## src/rtl/seg7_decimal_scan.sv

```systemverilog
// Multiplexed common-anode 7-segment driver: snapshots a packed BCD word, scans digits with
// a guard cycle at each switch, blanks leading zeros and drives per-digit decimal points.
module seg7_decimal_scan #(
  parameter int DIGITS      = 4,
  parameter int REFRESH_DIV = 100000,
  parameter int LZ_BLANK    = 1
) (
  input  logic                  clk,
  input  logic                  rst,
  input  logic [4*DIGITS-1:0]   value_in,
  input  logic [DIGITS-1:0]     dp_in,
  input  logic                  load,
  output logic [6:0]            seg,
  output logic                  dp,
  output logic [DIGITS-1:0]     an
);

  localparam int CW = $clog2(REFRESH_DIV);
  localparam int IW = (DIGITS > 1) ? $clog2(DIGITS) : 1;

  logic [CW-1:0]       cnt;
  logic [IW-1:0]       idx;
  logic [4*DIGITS-1:0] value_snap;
  logic [DIGITS-1:0]   dp_snap;

  logic [3:0]          cur_digit;
  logic                cur_dp;
  logic                cur_blank;
  logic                run_zero;
  logic [DIGITS-1:0]   zero_from;
  logic [DIGITS-1:0]   an_sel;

  function automatic logic [6:0] decode(input logic [3:0] d);
    case (d)
      4'd0:    decode = 7'b0000001;
      4'd1:    decode = 7'b1001111;
      4'd2:    decode = 7'b0010010;
      4'd3:    decode = 7'b0000110;
      4'd4:    decode = 7'b1001100;
      4'd5:    decode = 7'b0100100;
      4'd6:    decode = 7'b0100000;
      4'd7:    decode = 7'b0001111;
      4'd8:    decode = 7'b0000000;
      4'd9:    decode = 7'b0000100;
      default: decode = 7'b1111110;
    endcase
  endfunction

  // zero_from[k]: digit k and every digit above it are zero (codes 10..15 count as nonzero)
  always_comb begin
    run_zero  = 1'b1;
    zero_from = '0;
    for (int k = DIGITS - 1; k >= 0; k--) begin
      run_zero     = run_zero && (value_snap[4*k +: 4] == 4'd0);
      zero_from[k] = run_zero;
    end
  end

  always_comb begin
    cur_digit = '0;
    cur_dp    = 1'b0;
    cur_blank = 1'b0;
    an_sel    = '1;
    for (int k = 0; k < DIGITS; k++) begin
      if (idx == IW'(k)) begin
        cur_digit = value_snap[4*k +: 4];
        cur_dp    = dp_snap[k];
        cur_blank = (LZ_BLANK != 0) && (k != 0) && zero_from[k];
        an_sel[k] = 1'b0;
      end
    end
  end

  always_ff @(posedge clk) begin
    if (rst) begin
      cnt        <= '0;
      idx        <= '0;
      value_snap <= '0;
      dp_snap    <= '0;
      seg        <= 7'b1111111;
      dp         <= 1'b1;
      an         <= '1;
    end else begin
      if (load) begin
        value_snap <= value_in;
        dp_snap    <= dp_in;
      end

      if (cnt == CW'(REFRESH_DIV - 1)) begin
        cnt <= '0;
        idx <= (idx == IW'(DIGITS - 1)) ? '0 : idx + 1'b1;
      end else begin
        cnt <= cnt + 1'b1;
      end

      // First cycle of every digit slot is dark to avoid ghosting on the anode switch
      if (cnt == '0) begin
        seg <= 7'b1111111;
        dp  <= 1'b1;
        an  <= '1;
      end else begin
        seg <= cur_blank ? 7'b1111111 : decode(cur_digit);
        dp  <= ~cur_dp;
        an  <= an_sel;
      end
    end
  end

endmodule

```

## config.mk

```make
export PLATFORM = sky130hd
export DESIGN_NAME = seg7_decimal_scan
export DESIGN_NICKNAME = d
export VERILOG_FILES = /design/src/rtl/seg7_decimal_scan.sv
export SDC_FILE = /design/constraint.sdc
export NUM_CORES = 1
export LEC_CHECK = 0
export ABC_CLOCK_PERIOD_IN_PS = 2750
export CAP_MARGIN = 15
export CORE_ASPECT_RATIO = 0.5
export CORE_MARGIN = 10
export CORE_UTILIZATION = 30
export DETAILED_ROUTE_END_ITERATION = 16
export PLACE_DENSITY = 0.55
export SLEW_MARGIN = 20
export SYNTH_ARGS = -nofsm -noshare
export SYNTH_HDL_FRONTEND = slang
export SYNTH_SLANG_ARGS = --single-unit
```

## constraint.sdc

```tcl
create_clock -name clk -period 2.75 [get_ports clk]
set_input_delay 0.55 -clock clk [delete_from_list [all_inputs] [get_ports clk]]
set_output_delay 0.55 -clock clk [all_outputs]
set_load 0.05 [all_outputs]
```

==> metrics.txt <==
fin crit period=2371 ps; Setup Skew=2.762 ps; Tcrit/Tclk final=0.8622; pre-CTS WS=360.4 ps; CP cell instances=ha_1, buf_4, nor3b_1, a211oi_2, inv_1, ha_1, nor3_1, a221oi_1, o211ai_1; Max clock buf depth=2; root buf cell=clkbuf_16; Nets=335; Top FF cell, synth=dfxtp_1; Total Routing Usage GR=0.09333; Crit-path slowest cell=ha_1; critical path arrival=2500 ps; Final Hold Fails=0; vias in the first global route=1,971; LEAKAGE=0.001137 uW; total chip power=1616 uW; async set-reset flop share out of synthesis=0; die area=12,320 sq um; Rows=23; register area=1021 sq um; Least-Margin Pin Slew=649.1 ps; post-synthesis cell type count=42; post-DR vias/cell=4.692; Crit path largest cell delay=470 ps; final setup violation count=0; crit path max fanout=12; max cap viols=0; ratio of cells with drive above 1 in the final layout=0.05667; port buffer count=34; sequential-to-total area share from yosys stat=0.4200; drt drc=0; crit end category=flip-flop; die width=147.3 microns; status=complete, no violations; total CTS buffers=5; Worst Hold Path Cells=1; setup tns final=0 ps; syn nets=300; io pins=35; CTS resizes=0; Final WS setup=378.9 ps; synth-to-layout area growth=24.91%; synthesized area=2431 sq um; EDFF count, synth=0; CP startpoint kind=flip-flop; first-pass GRT wire length=9.604 mm; post-DP HPWL=4.193 mm; Reg clk slew, reported paths=60 ps; Worst Reg2Reg Path Length in Cells=9; Req. time, crit path=2880 ps; area of the multi-input gates=1311 sq um; unrepaired setup endpoints after global routing=false; 1st-pass router iterations=4; Iter 0 DRT Violations=112; Hold Buf Count CTS=0; clock sink count=51; postcts setup bufs=0; initial antenna violation count=0; Most common cell on crit path=ha_1; Rel. slew slack=0.5656; routed vias=1,933; Initial Util=0.3061; fin. max-slew vios=0; diode count=0; # fillers=825; largest net degree at the start of global routing=24; CTS HTree Levels=2; core area=7943 sq um; Max Freq=421.7 MHz; Die H=83.66 microns; routed wire length=5.569 mm; Layout Utilization=0.3823; TritonCTS clock tree=yes; Post-DRT Antenna Nets=0; pwr/cell area=532.2 nW/um^2; maximum vdd drop=0.2224 mV; CP Class=flip-flop to flip-flop; synthesized flop and latch total=51; worst hold path type=flip-flop to flip-flop; Mapped Avg Cell Area=9.209 sq um; Placer Congestion=0.8512; YS warnings=0; Mapped Cells=264; Clk Latency, worst-skew pair=290 ps; wire length per cell=13.52 microns; grt total ovfl=0
## routing by layer
layer  wire length (microns)  vias to the layer above  global-route usage
met4                      99                        0             0.04114
met3                     196                        7             0.02435
met1                    2561                      894              0.1100
li1                        -                     1009                   -
met5                       0                        -                   0
met2                    2711                       23              0.1564
## through the flow
| stage | hold slack [ps] | std cells | cell area [sq um] |
|---|---|---|---|
| floorplan | 441.2 | 264 | 2431 |
| CTS | 491.4 | 412 | 3037 |
| detailed placement | 477.0 | 404 | 2899 |
| global placement | 458.4 | 404 | 2899 |
| global route | 524.9 | 412 | 3037 |
| finish | 482.5 | 412 | 3037 |
## flip-flops by register name, summed over array words and instances, names as in the netlist
name	flops
an	4
cnt	17
dp	1
dp_snap	4
idx	2
seg	7
value_snap	16
## worst max-delay path, delay by kind of cell (launching register included)
family          cells  cell delay [ps]
compound gates      3              580
fa+ha+maj           2              780
buf+inv             2              360
flops               1              380
simple gates        2              110
## Yosys cell counts, drive strengths merged, types with 5 or more instances
master / n / area share
a21oi: 9 / 0.019
a221oi: 5 / 0.025
buf: 5 / 0.013
clkbuf: 7 / 0.011
dfxtp: 51 / 0.42
ha: 13 / 0.067
inv: 11 / 0.017
mux2i: 20 / 0.082
nand2: 13 / 0.020
nand3: 7 / 0.016
nand3b: 5 / 0.015
nand4: 5 / 0.013
nor2: 39 / 0.060
nor3: 8 / 0.016
nor3b: 6 / 0.021
nor4: 8 / 0.021
o211ai: 5 / 0.015
o21ai: 6 / 0.012
or3: 5 / 0.015
xnor2: 10 / 0.036
## final timing paths
kind	start	to	slack [ps]
setup / recovery	idx[0]	seg[3]	380
hold / removal	cnt[0]	cnt[0]	480
setup reg to reg	idx[0]	seg[3]	380
hold reg to reg	cnt[0]	cnt[0]	480
## kinds of logic (layout without fill, tap and decap cells)
| kind of cell | Yosys count | after routing | synth area share |
|---|---|---|---|
| buf+inv | 23 | 59 | 0.04066 |
| simple gates | 108 | 108 | 0.2321 |
| flops | 51 | 51 | 0.4200 |
| xor+xnor | 12 | 12 | 0.04323 |
| mux | 20 | 20 | 0.08235 |
| compound gates | 37 | 37 | 0.1148 |
| fa+ha+maj | 13 | 13 | 0.06691 |
## layout by cell type (no fill, tap or decap), drive strengths merged, types with 7 or more instances in the layout
cell,Yosys,layout
nor3,8,8
clkdlybuf4s50,0,34
xnor2,10,10
dfxtp,51,51
ha,13,13
a21oi,9,9
nor4,8,8
nor2,39,39
nand3,7,7
inv,11,11
mux2i,20,20
clkbuf,7,7
nand2,13,13
## report_power, final
part           switching (uW)  internal (uW)
sequential               21.1            773
clock                     257            337
combinational             124            104
total                     402           1210
## area by class of cell
type	instances	share of cell area
Clock inverter	1	0.001648
Timing Repair Buffer	40	0.1269
Inverter	11	0.01360
Clock buffer	7	0.04368
Sequential cell	51	0.3362
Tap cell	112	0.04615
Multi-Input combinational cell	190	0.4318
Note: power is estimated with default switching activity, not from simulation.
